$ cat src/rtl/program_loader.sv
// program_loader: boot-time instruction-memory writer.
// Parses a framed byte stream (SYNC, N lo, N hi, N x {lo, hi}, CK), writes
// 16-bit words to consecutive even addresses and releases the CPU only after
// a complete image whose byte sum (excluding SYNC) is zero mod 256.
module program_loader #(
  parameter logic [15:0] BASE_ADDR = 16'h0000,
  parameter int          MAX_WORDS = 1024,
  parameter logic [7:0]  SYNC      = 8'hA5
) (
  input  logic        clk,
  input  logic        nRESET,
  input  logic        in_valid,
  output logic        in_ready,
  input  logic [7:0]  in_data,
  output logic        mem_we,
  output logic [15:0] mem_addr,
  output logic [15:0] mem_wdata,
  output logic        cpu_run,
  output logic        busy,
  output logic        err
);

  typedef enum logic [2:0] {
    S_IDLE, S_LEN_LO, S_LEN_HI, S_D_LO, S_D_HI, S_CKSUM, S_DONE, S_ERR
  } state_t;

  // 17 bits so a 16-bit length can be compared without truncating the limit
  localparam logic [16:0] LP_MAX = 17'(MAX_WORDS);

  state_t      r_state, w_next;
  logic [15:0] r_len;
  logic [15:0] r_idx;
  logic [7:0]  r_sum;
  logic [7:0]  r_lo;

  logic        w_fire;
  logic [15:0] w_len;
  logic [7:0]  w_sum_nxt;
  logic        w_oversize;
  logic        w_last;
  logic        w_sync;

  assign w_fire     = in_valid && in_ready;
  assign w_len      = {in_data, r_len[7:0]};
  assign w_sum_nxt  = r_sum + in_data;
  assign w_oversize = {1'b0, w_len} > LP_MAX;
  assign w_last     = (r_idx + 16'd1) == r_len;
  assign w_sync     = in_data == SYNC;

  // Only DONE refuses bytes; every other state takes one per cycle
  assign in_ready = (r_state != S_DONE);
  assign busy     = (r_state != S_IDLE) && (r_state != S_DONE) && (r_state != S_ERR);

  // State register
  always_ff @(posedge clk or negedge nRESET) begin
    if (!nRESET) r_state <= S_IDLE;
    else         r_state <= w_next;
  end

  // Next-state: the machine advances only on an accepted byte
  always_comb begin
    w_next = r_state;
    if (w_fire) begin
      unique case (r_state)
        S_IDLE, S_ERR: if (w_sync) w_next = S_LEN_LO;
        S_LEN_LO:      w_next = S_LEN_HI;
        S_LEN_HI: begin
          if (w_oversize)        w_next = S_ERR;
          else if (w_len == '0)  w_next = S_CKSUM;
          else                   w_next = S_D_LO;
        end
        S_D_LO:        w_next = S_D_HI;
        S_D_HI:        w_next = w_last ? S_CKSUM : S_D_LO;
        S_CKSUM:       w_next = (w_sum_nxt == '0) ? S_DONE : S_ERR;
        S_DONE:        w_next = S_DONE;
        default:       w_next = S_IDLE;
      endcase
    end
  end

  // Datapath: length/sum/index tracking plus registered memory port and flags
  always_ff @(posedge clk or negedge nRESET) begin
    if (!nRESET) begin
      r_len     <= '0;
      r_idx     <= '0;
      r_sum     <= '0;
      r_lo      <= '0;
      mem_we    <= 1'b0;
      mem_addr  <= BASE_ADDR;
      mem_wdata <= '0;
      cpu_run   <= 1'b0;
      err       <= 1'b0;
    end else begin
      mem_we <= 1'b0;
      if (w_fire) begin
        unique case (r_state)
          S_IDLE, S_ERR: begin
            if (w_sync) begin
              r_sum <= '0;
              r_idx <= '0;
              err   <= 1'b0;
            end
          end
          S_LEN_LO: begin
            r_len[7:0] <= in_data;
            r_sum      <= w_sum_nxt;
          end
          S_LEN_HI: begin
            r_len <= w_len;
            r_sum <= w_sum_nxt;
            if (w_oversize) err <= 1'b1;
          end
          S_D_LO: begin
            r_lo  <= in_data;
            r_sum <= w_sum_nxt;
          end
          S_D_HI: begin
            // Word index doubled into a byte offset; 16-bit wrap is intended
            mem_we    <= 1'b1;
            mem_addr  <= BASE_ADDR + {r_idx[14:0], 1'b0};
            mem_wdata <= {in_data, r_lo};
            r_idx     <= r_idx + 16'd1;
            r_sum     <= w_sum_nxt;
          end
          S_CKSUM: begin
            r_sum <= w_sum_nxt;
            if (w_sum_nxt == '0) cpu_run <= 1'b1;
            else                 err     <= 1'b1;
          end
          default: ;
        endcase
      end
    end
  end

endmodule

$ cat config.mk
export PLATFORM = sky130hd
export DESIGN_NAME = program_loader
export DESIGN_NICKNAME = d
export VERILOG_FILES = /design/src/rtl/program_loader.sv
export SDC_FILE = /design/constraint.sdc
export NUM_CORES = 1
export LEC_CHECK = 0
export ABC_CLOCK_PERIOD_IN_PS = 3400
export CAP_MARGIN = 15
export CORE_MARGIN = 5
export CORE_UTILIZATION = 35
export DETAILED_ROUTE_END_ITERATION = 10
export DONT_BUFFER_PORTS = 1
export GPL_TIMING_DRIVEN = 0
export PLACE_DENSITY = 0.54
export SYNTH_ARGS = -nofsm -noshare
export SYNTH_HDL_FRONTEND = slang
export SYNTH_SLANG_ARGS = --single-unit
$ cat constraint.sdc
create_clock -name clk -period 3.4 [get_ports clk]
set_clock_uncertainty 0.05 [all_clocks]
set_input_delay 0.51 -clock clk [delete_from_list [all_inputs] [get_ports clk]]
set_output_delay 0.51 -clock clk [all_outputs]
set_load 0.005 [all_outputs]
---- After elaboration in Yosys (flattened, before gate mapping) ----
Cells that the tools add are included.
Widths: inputs -> output; s select.
operators by class
  add/subtract/negate cells ............... 2
  equality and inequality tests ........... 14
  order comparisons ....................... 1
  multiplexer cells ....................... 16
  reductions and logical operators ........ 21
operators by type and width
  kind                   count
  $pmux 16 s2            1
  $pmux 3 s7             1
  $add 16x1->16 const B  1
  $eq 16x16->1           1
  $gt 16x11->1 const B   1
  $logic_not 16->1       1
  $mux 16                1
  $pmux 8 s2             1
  $eq 3x3->1 const B     4
  $mux 3                 4
  $reduce_and 2->1       5
  $reduce_and 3->1       3
  $add 8x8->8            1
  $eq 8x8->1 const B     1
  $logic_not 8->1        1
  $mux 8                 1
  $eq 3x2->1 const B     2
  $mux 1                 6
  $ne 2x2->1 const B     3
  $ne 3x3->1 const B     2
  $reduce_bool 3->1      2
  $reduce_and 5->1       1
  $reduce_or 5->1        1
  $reduce_bool 2->1      2
  5 further kinds        7
storage, ports and cells
  logic and storage cells ................. 65
  input bits .............................. 11
  output and inout port bits .............. 37
  register bits after elaboration ......... 85

---- Logic depth before layout (Yosys ltp) ----
Gate-level depths: netlist of the first run.
  depth in word-level cells ............... 4
  mapped depth ............................ 8
  mapped depth without buffers ............ 8

---- Worst setup path before layout of the first run ----
No wires, ideal clock.
  kind .................................... input-to-reg
  start point ............................. in in_data[0]
  end point ............................... reg r_state[0]
  path slack .............................. 547 ps
  stages .................................. 8
  data arrival time ....................... 2,683 ps
  required time ........................... 3,230 ps
  cell sequence ........................... ha_1 -> fa_1 -> a21o_1 -> a21oi_1 -> xnor2_1 -> or3_1 -> or4b_1 -> a31o_2
on the way
  longest elaborated chain between the ends .. 4
  elaborated cells on any way between the ends .. 9
RTL lines
  item                    RTL line  RTL
  start: declaration      14        input logic [7:0] in_data,
  $add 8x8->8             45        assign w_sum_nxt = r_sum + in_data;
  $logic_not 8->1         74        S_CKSUM: w_next = (w_sum_nxt == '0) ? S_DONE : S_ERR;
  $mux 1                  74
  $pmux 3 s7              64        unique case (r_state)
  end signal: assignment  57        else r_state <= w_next;
  end: declaration        30        state_t r_state, w_next;
Several ways; a longest one is shown, not always the timed one.
A chain may end at the register's enable or synchronous reset.

---- Worst setup path in the final report of the first run ----
  start point ............................. reg r_idx[0]
  end point ............................... reg r_state[1]
on the way
  longest elaborated chain between the ends .. 4
RTL lines
  item                      RTL line  RTL
  start: declaration        32        logic [15:0] r_idx;
  start signal: assignment  122       r_idx <= r_idx + 16'd1;
  $add 16x1->16             47        assign w_last = (r_idx + 16'd1) == r_len;
  $eq 16x16->1              47
  $mux 3                    73        S_D_HI: w_next = w_last ? S_CKSUM : S_D_LO;
  $pmux 3 s7                64
Every way passes these cells.

==> results of run 1 <==
[worst max-delay path: cells and delay by family (launching register included)]
kind            cells  cell delay [ns]
simple gates        3             1.44
compound gates      3             0.55
flops               1             0.47
buf+inv             1             0.29
fa+ha+maj           1             0.18
[state kept, by name, indices dropped and copies added, names as in the netlist]
register   flops
cpu_run        1
r_idx         16
r_state        3
r_len         16
err            1
mem_wdata     16
mem_we         1
mem_addr      15
r_lo           8
r_sum          8
[how the worst min path moves through the flow]
| stage | from | endpoint | slack [ns] | cells past startpoint |
|---|---|---|---|---|
| after global placement | nRESET | mem_wdata[6] | 0.17 | 0 |
| after CTS | nRESET | r_len[5] | 0.05 | 1 |
| final | nRESET | r_state[2] | 0.04 | 1 |
| after detailed placement | nRESET | mem_wdata[6] | 0.17 | 0 |
| after floorplan | nRESET | cpu_run | 0.16 | 0 |
| after global routing | nRESET | r_state[2] | 0.06 | 1 |
[through the flow]
stage | utilization [%] | hold WS (ns)
floorplan | - | 0.164
global placement | 37.3 | 0.168
detailed placement | 37.3 | 0.168
CTS | 39.8 | 0.0510
global route | 39.8 | 0.0627
finish | 39.8 | 0.0426
[cells by family after synthesis]
group | share of synthesized area, %
AOI/OAI and AO/OA | 15.5
xor gates and xnor gates | 4.29
adders and majority gates | 2.68
buffers and inverters | 3.46
DFF | 47.4
muxes | 6.24
other | 0.0835
and+or+nand+nor | 20.4
[power by group through the flow]
stage | registers (mW) | logic (mW) | clock network [mW]
4_1_cts | 1.64 | 1.35 | 0.960
5_1_grt | 1.68 | 1.50 | 0.998
3_3_place_gp | 1.64 | 1.27 | 0
2_1_floorplan | 1.56 | 1.08 | 0
3_5_place_dp | 1.65 | 1.32 | 0
6_report | 1.63 | 1.35 | 0.929
[metal layers]
layer / vias to the layer above / routed length [µm] / part of all wire [%]
li1: 1700 / - / -
met1: 1729 / 5230 / 45
met2: 94 / 5380 / 47
met3: 15 / 733 / 6.3
met4: 0 / 206 / 1.8
met5: - / 0 / 0
[area by class of cell]
cell class,count,area [µm²],share of cell area [%]
Buffer,27,118,2.34
Clock buffer,10,239,4.76
Clock inverter,6,46.3,0.923
Inverter,10,37.5,0.748
Multi-Input combinational cell,347,2210,44.0
Sequential cell,85,2130,42.4
Tap cell,172,215,4.29
Timing Repair Buffer,1,27.5,0.549
[placed cells by master, fill, tap and decap left out, drive strengths merged, types with 3 or more instances in the layout]
cell | Yosys | final
a211oi | 6 | 6
nand3 | 8 | 8
o21ai | 25 | 25
ha | 8 | 8
and4 | 4 | 4
a22o | 9 | 9
and2 | 4 | 4
nand2 | 105 | 105
dfrtp | 85 | 85
nor2 | 20 | 20
o41ai | 4 | 4
inv | 9 | 10
o2111ai | 4 | 4
or3 | 8 | 8
xor2 | 10 | 10
clkbuf | 18 | 28
o21a | 3 | 3
nor3 | 6 | 6
nand4 | 8 | 8
or4 | 3 | 3
a31o | 3 | 3
nor4 | 5 | 5
nor3b | 4 | 4
buf | 9 | 10
o31ai | 5 | 5
nor2b | 6 | 6
xnor2 | 12 | 12
mux2 | 24 | 24
clkinv | 1 | 4
a31oi | 6 | 6
a21oi | 13 | 13
==> impl_results.md, run 1 <==
* Reg2reg start: r_idx[0]
* Slew @ Worst Pin at 0.997 ns
* RSZ-0062 raised after global routing: false
* Cell Count, Final, Fillers Out at 658
* Antenna Violating Nets Remaining at 0
* Area of the die at 15200 µm²
* Setup bufs post-CTS at 0
* I/O pin count at 48
* Worst Hold Class: primary input to asynchronous set/reset pin
* Cell with the most instances after synthesis: nand2_1
* DR WL/cell at 17.6 µm
* Placer's final routability congestion estimate at 0.881
* Worst skew pair latency at 0.34 ns
* Setup crit end kind: register
* Starting DRT DRC Count at 256
* Synth top area cells: dfrtp_1 47%, nand2_1 8.8%, mux2_2 6.0%, o21ai_0 2.8%, xnor2_1 2.3%
* WL final at 11500 µm
* P_int at 2.49 mW
* Fill cells at 1277
* Rel. slew slack at 32.7%
* Avg Inst Size Synth at 9.57 µm²
* Number of global-route vias before repair at 3536
* # port buffers at 0
* CP Cell Sequence: ha_1 -> clkbuf_1 -> nand4_1 -> or3_1 -> a22oi_1 -> o211ai_1 -> or4_1 -> a31o_1
* Nets@finish at 501
* DRC Markers at 0
* Reg2Reg Setup Slack at 0.31 ns
* Synth Flop Type: dfrtp_1
* FF-to-FF path depth at 8
* Clock root cell: clkbuf_16
* Power Density at 778 nW/µm²
* Fin area at 5020 µm²
* Initial Utilization at 35.6%
* Max-slew violation count at 0
* Met3 Use GR at 4.80%
* Share of the synthesized area in the top cell type at 47.4%
* Crit Path Class: register to register
* Post-synth EDFFs at 0
* Met2 Use GR at 25.6%
* DP Wirelength at 8040 µm
* Syn_nets at 489
* Setup_tns at 0 ns
* GR peak layer: met2
* Max-Cap Viols at 0
* Crit path DAT at 3.27 ns
* Syn Inst Count at 469
* Overall routing resource usage at 16.1%
* Reg-to-reg endpoint: r_state[1]
* Sw Share at 36.2%
* Crit-path max cell delay at 0.57 ns
* Final Hold Fails at 0
* Total number of vias at 3538
* FF+latch count, synth at 85
* Top post-synthesis cells by count: 105 x nand2_1, 85 x dfrtp_1, 25 x o21ai_0
* Pin count of the biggest net entering global routing at 86
* Synth area leader: dfrtp_1
* Share of layout cells above drive strength 1 at 12.3%
* Congestion Overflow GR at 0
* Crit path from: r_idx[0]
* Synth async-reset ratio at 100%
* CP max FO at 8
* Clock slew at reported path FFs at 0.07 ns
* CTS Buffer Depth at 2
* Std-Cell Rows at 41
* Inst Count DP at 641
* Die Height at 123 µm
* CTS tree: built
* First-pass GRT wire length at 18900 µm
* Fmax at 0.324 GHz
* NetSw at 1.41 mW
* Hold buffers post-CTS at 1
* Critical Path Sink: r_state[1]
* TritonRoute pass-1 iters at 4
* Synthesis-to-finish area growth at 11.8%
* CTS buffer count at 9
* Startpoint Class: register
* Placed inst area at 4700 µm²
* Final Power at 3.90 mW
* Seq/Total Area, Yosys at 47.4%
* Core box area at 12600 µm²
* Die W at 123 µm
* Final period utilization at 90.8%
* Setup Viol. Count Final at 0
* Setup ws final at 0.314 ns
* CP max stage cell: or4_1
* Met1 Resource Use GR at 21.2%
* CTS resizes at 0
* Antenna Cells at 0
* Clk network pwr share at 23.8%
* Status: complete, no violations
* Leakage Power at 2.21 nW
* Peak supply drop at 0.341 mV
* Critical Path RT at 3.58 ns
* Ys Warns at 0
* Via density at 5.38
* Fin crit period at 3.09 ns
* Post-Syn Area at 4490 µm²
* Combinational share of power at 34.5%
* Initial antenna violation count at 0
* Pre-CTS setup slack at 0.392 ns
* Unique masters post-synth at 63
* CTS H-tree lvls at 3
* Clock sinks at 85
* Sequential Power Share at 41.7%
No activity file was read; power rests on OpenSTA's default activity.
==> run 2: changes to the inputs <==
- ABC_CLOCK_PERIOD_IN_PS: 3400 -> unset
- CORE_UTILIZATION: 35 -> 55
- PLACE_DENSITY: 0.54 -> 0.75
- TNS_END_PERCENT: unset -> 20
==> impl_results.md, run 2 (same netlist as run 1, synthesis figures left out) <==
* Setup Viol. Count Final at 0 (unchanged)
* Inst Count DP at 574 (was 641)
* Crit-path max cell delay at 0.61 ns (was 0.57 ns)
* Placer's final routability congestion estimate at 0.889 (was 0.881)
* Max-slew violation count at 0 (unchanged)
* Die W at 100 µm (was 123 µm)
* WL final at 10700 µm (was 11500 µm)
* Via density at 6.15 (was 5.38)
* P_int at 2.26 mW (was 2.49 mW)
* Leakage Power at 2.18 nW (was 2.21 nW)
* Initial Utilization at 55.5% (was 35.6%)
* Std-Cell Rows at 33 (was 41)
* RSZ-0062 raised after global routing: false (unchanged)
* Number of global-route vias before repair at 3597 (was 3536)
* Die Height at 100 µm (was 123 µm)
* Power Density at 761 nW/µm² (was 778 nW/µm²)
* Hold Path Depth at 2
* Setup ws final at 0.309 ns (was 0.314 ns)
* Commonest non-fill, non-tap cell in the layout: nand2_1 (unchanged)
* Status: complete, no violations (unchanged)
* Final period utilization at 90.9% (was 90.8%)
* Cell Count, Final, Fillers Out at 592 (was 658)
* Fmax at 0.324 GHz (about the same)
* Reg2reg start: r_idx[0] (unchanged)
* Largest registers: mem_wdata x16, r_idx x16, r_len x16 (unchanged)
* Fin crit period at 3.09 ns (about the same)
* NetSw at 1.44 mW (was 1.41 mW)
* Storage cell area at 2130 µm² (unchanged)
* Overall routing resource usage at 22.6% (was 16.1%)
* Clock root cell: clkbuf_8 (was clkbuf_16)
* Nets@finish at 502 (was 501)
* Clk network pwr share at 19.3% (was 23.8%)
* CP max FO at 8 (unchanged)
* Worst Hold Margin at 0.187 ns (was 0.0426 ns)
* Starting DRT DRC Count at 155 (was 256)
* I/O pin count at 48 (unchanged)
* Clock sinks at 85 (unchanged)
* HP Start: in_data[0]
* TritonRoute pass-1 iters at 7 (was 4)
* DP Wirelength at 7550 µm (was 8040 µm)
* DRC Markers at 0 (unchanged)
* Reg2Reg Setup Slack at 0.31 ns (about the same)
* DR WL/cell at 18.1 µm (was 17.6 µm)
* Critical Path RT at 3.61 ns (was 3.58 ns)
* Final Power at 3.70 mW (was 3.90 mW)
* Fill cells at 711 (was 1277)
* Slew @ Worst Pin at 1.01 ns (was 0.997 ns)
* Core box area at 8090 µm² (was 12600 µm²)
* Sw Share at 38.8% (was 36.2%)
* CTS resizes at 0 (unchanged)
* CP Cell Sequence: ha_1 -> clkbuf_1 -> nand4_1 -> or3_1 -> a22oi_1 -> o211ai_1 -> or4_1 -> a31o_1 (unchanged)
* Sequential Power Share at 44.1% (was 41.7%)
* Setup crit end kind: register (unchanged)
* Peak supply drop at 0.408 mV (was 0.341 mV)
* Final Hold Fails at 0 (unchanged)
* Rel. slew slack at 32.1% (was 32.7%)
* Startpoint Class: register (unchanged)
* Area of the die at 10100 µm² (was 15200 µm²)
* Setup_tns at 0 ns (unchanged)
* Initial antenna violation count at 0 (unchanged)
* Area of the multi-input gates at 2210 µm² (unchanged)
* Clock slew at reported path FFs at 0.10 ns (was 0.07 ns)
* Pre-CTS setup slack at 0.413 ns (was 0.392 ns)
* Antenna Violating Nets Remaining at 0 (unchanged)
* CP max stage cell: or4_1 (unchanged)
* Max-Cap Viols at 0 (unchanged)
* Total number of vias at 3640 (was 3538)
* CTS tree: built (unchanged)
* Combinational share of power at 36.6% (was 34.5%)
* First-pass GRT wire length at 18000 µm (was 18900 µm)
* # port buffers at 0 (unchanged)
* Share of layout cells above drive strength 1 at 12.3% (about the same)
* Pin count of the biggest net entering global routing at 86 (unchanged)
* Worst skew pair latency at 0.37 ns (was 0.34 ns)
* Crit path DAT at 3.30 ns (was 3.27 ns)
* Reg-to-reg endpoint: r_state[1] (unchanged)
* CTS Buffer Depth at 2 (unchanged)
* Worst hold endpoint: mem_wdata[8]
* Commonest non-fill, non-tap cells in the layout: 105 x nand2_1, 85 x dfrtp_1, 25 x o21ai_0 (unchanged)
* Antenna Cells at 0 (unchanged)
* Worst Hold Class: primary input to register (was primary input to asynchronous set/reset pin)
* FF-to-FF path depth at 8 (unchanged)
* CTS H-tree lvls at 3 (unchanged)
* CTS buffer count at 9 (unchanged)
* Congestion Overflow GR at 0 (unchanged)
* Synthesis-to-finish area growth at 8.31% (was 11.8%)
* Crit Path Class: register to register (unchanged)
-- run 2: per-layer routing --
layer	vias to the layer above	global-route usage [%]	routed length, µm	part of all wire, %
li1	1707	-	-	-
met1	1761	29.8	4540	42
met2	139	36.1	5170	48
met3	33	5.00	766	7.1
met4	0	9.43	270	2.5
met5	-	0	0	0
-- run 2: metrics by stage --
step                      utilization [%]  area, µm²
after detailed placement             57.1       4620
after global routing                 60.1       4860
after global placement               57.1       4620
final                                60.1       4860
after CTS                            60.0       4850
after floorplan                         -       4490
-- run 2: how the worst max path moves through the flow --
stage               startpoint          to  slack [ns]  cells past startpoint
CTS                   r_idx[0]  r_state[1]        0.39                      8
finish                r_idx[0]  r_state[1]        0.31                      8
global route          r_idx[0]  r_state[1]        0.19                      8
global placement    in_data[0]  r_state[0]        0.44                      8
floorplan           in_data[0]  r_state[0]        0.55                      8
detailed placement  in_data[0]  r_state[0]        0.41                      8
-- run 2: area by class of cell --
cell class | instances | share of cell area (%)
Tap cell | 105 | 2.70
Inverter | 10 | 0.772
Buffer | 27 | 2.42
Clock inverter | 7 | 1.65
Clock buffer | 9 | 2.55
Timing Repair Buffer | 2 | 0.772
Multi-Input combinational cell | 347 | 45.4
Sequential cell | 85 | 43.7
-- run 2: power groups by stage --
stage | Sequential [mW] | Clock [mW] | Combinational (mW)
5_1_grt | 1.68 | 0.773 | 1.51
3_5_place_dp | 1.65 | 0 | 1.32
4_1_cts | 1.63 | 0.729 | 1.35
3_3_place_gp | 1.63 | 0 | 1.24
6_report | 1.63 | 0.714 | 1.35
2_1_floorplan | 1.56 | 0 | 1.08
-- run 2: worst max-delay path, delay by kind of cell (launching register included) --
| kind | cells | cell delay [ns] |
|---|---|---|
| flops | 1 | 0.51 |
| simple gates | 3 | 1.42 |
| buf+inv | 1 | 0.26 |
| compound gates | 3 | 0.55 |
| fa+ha+maj | 1 | 0.19 |
-- run 2: timing repair --
action	in CTS	in global routing
endpoints found under the setup margin	0	0
hold buffers	1	1
buffers inserted	0	0
endpoints found under the hold margin	85	7
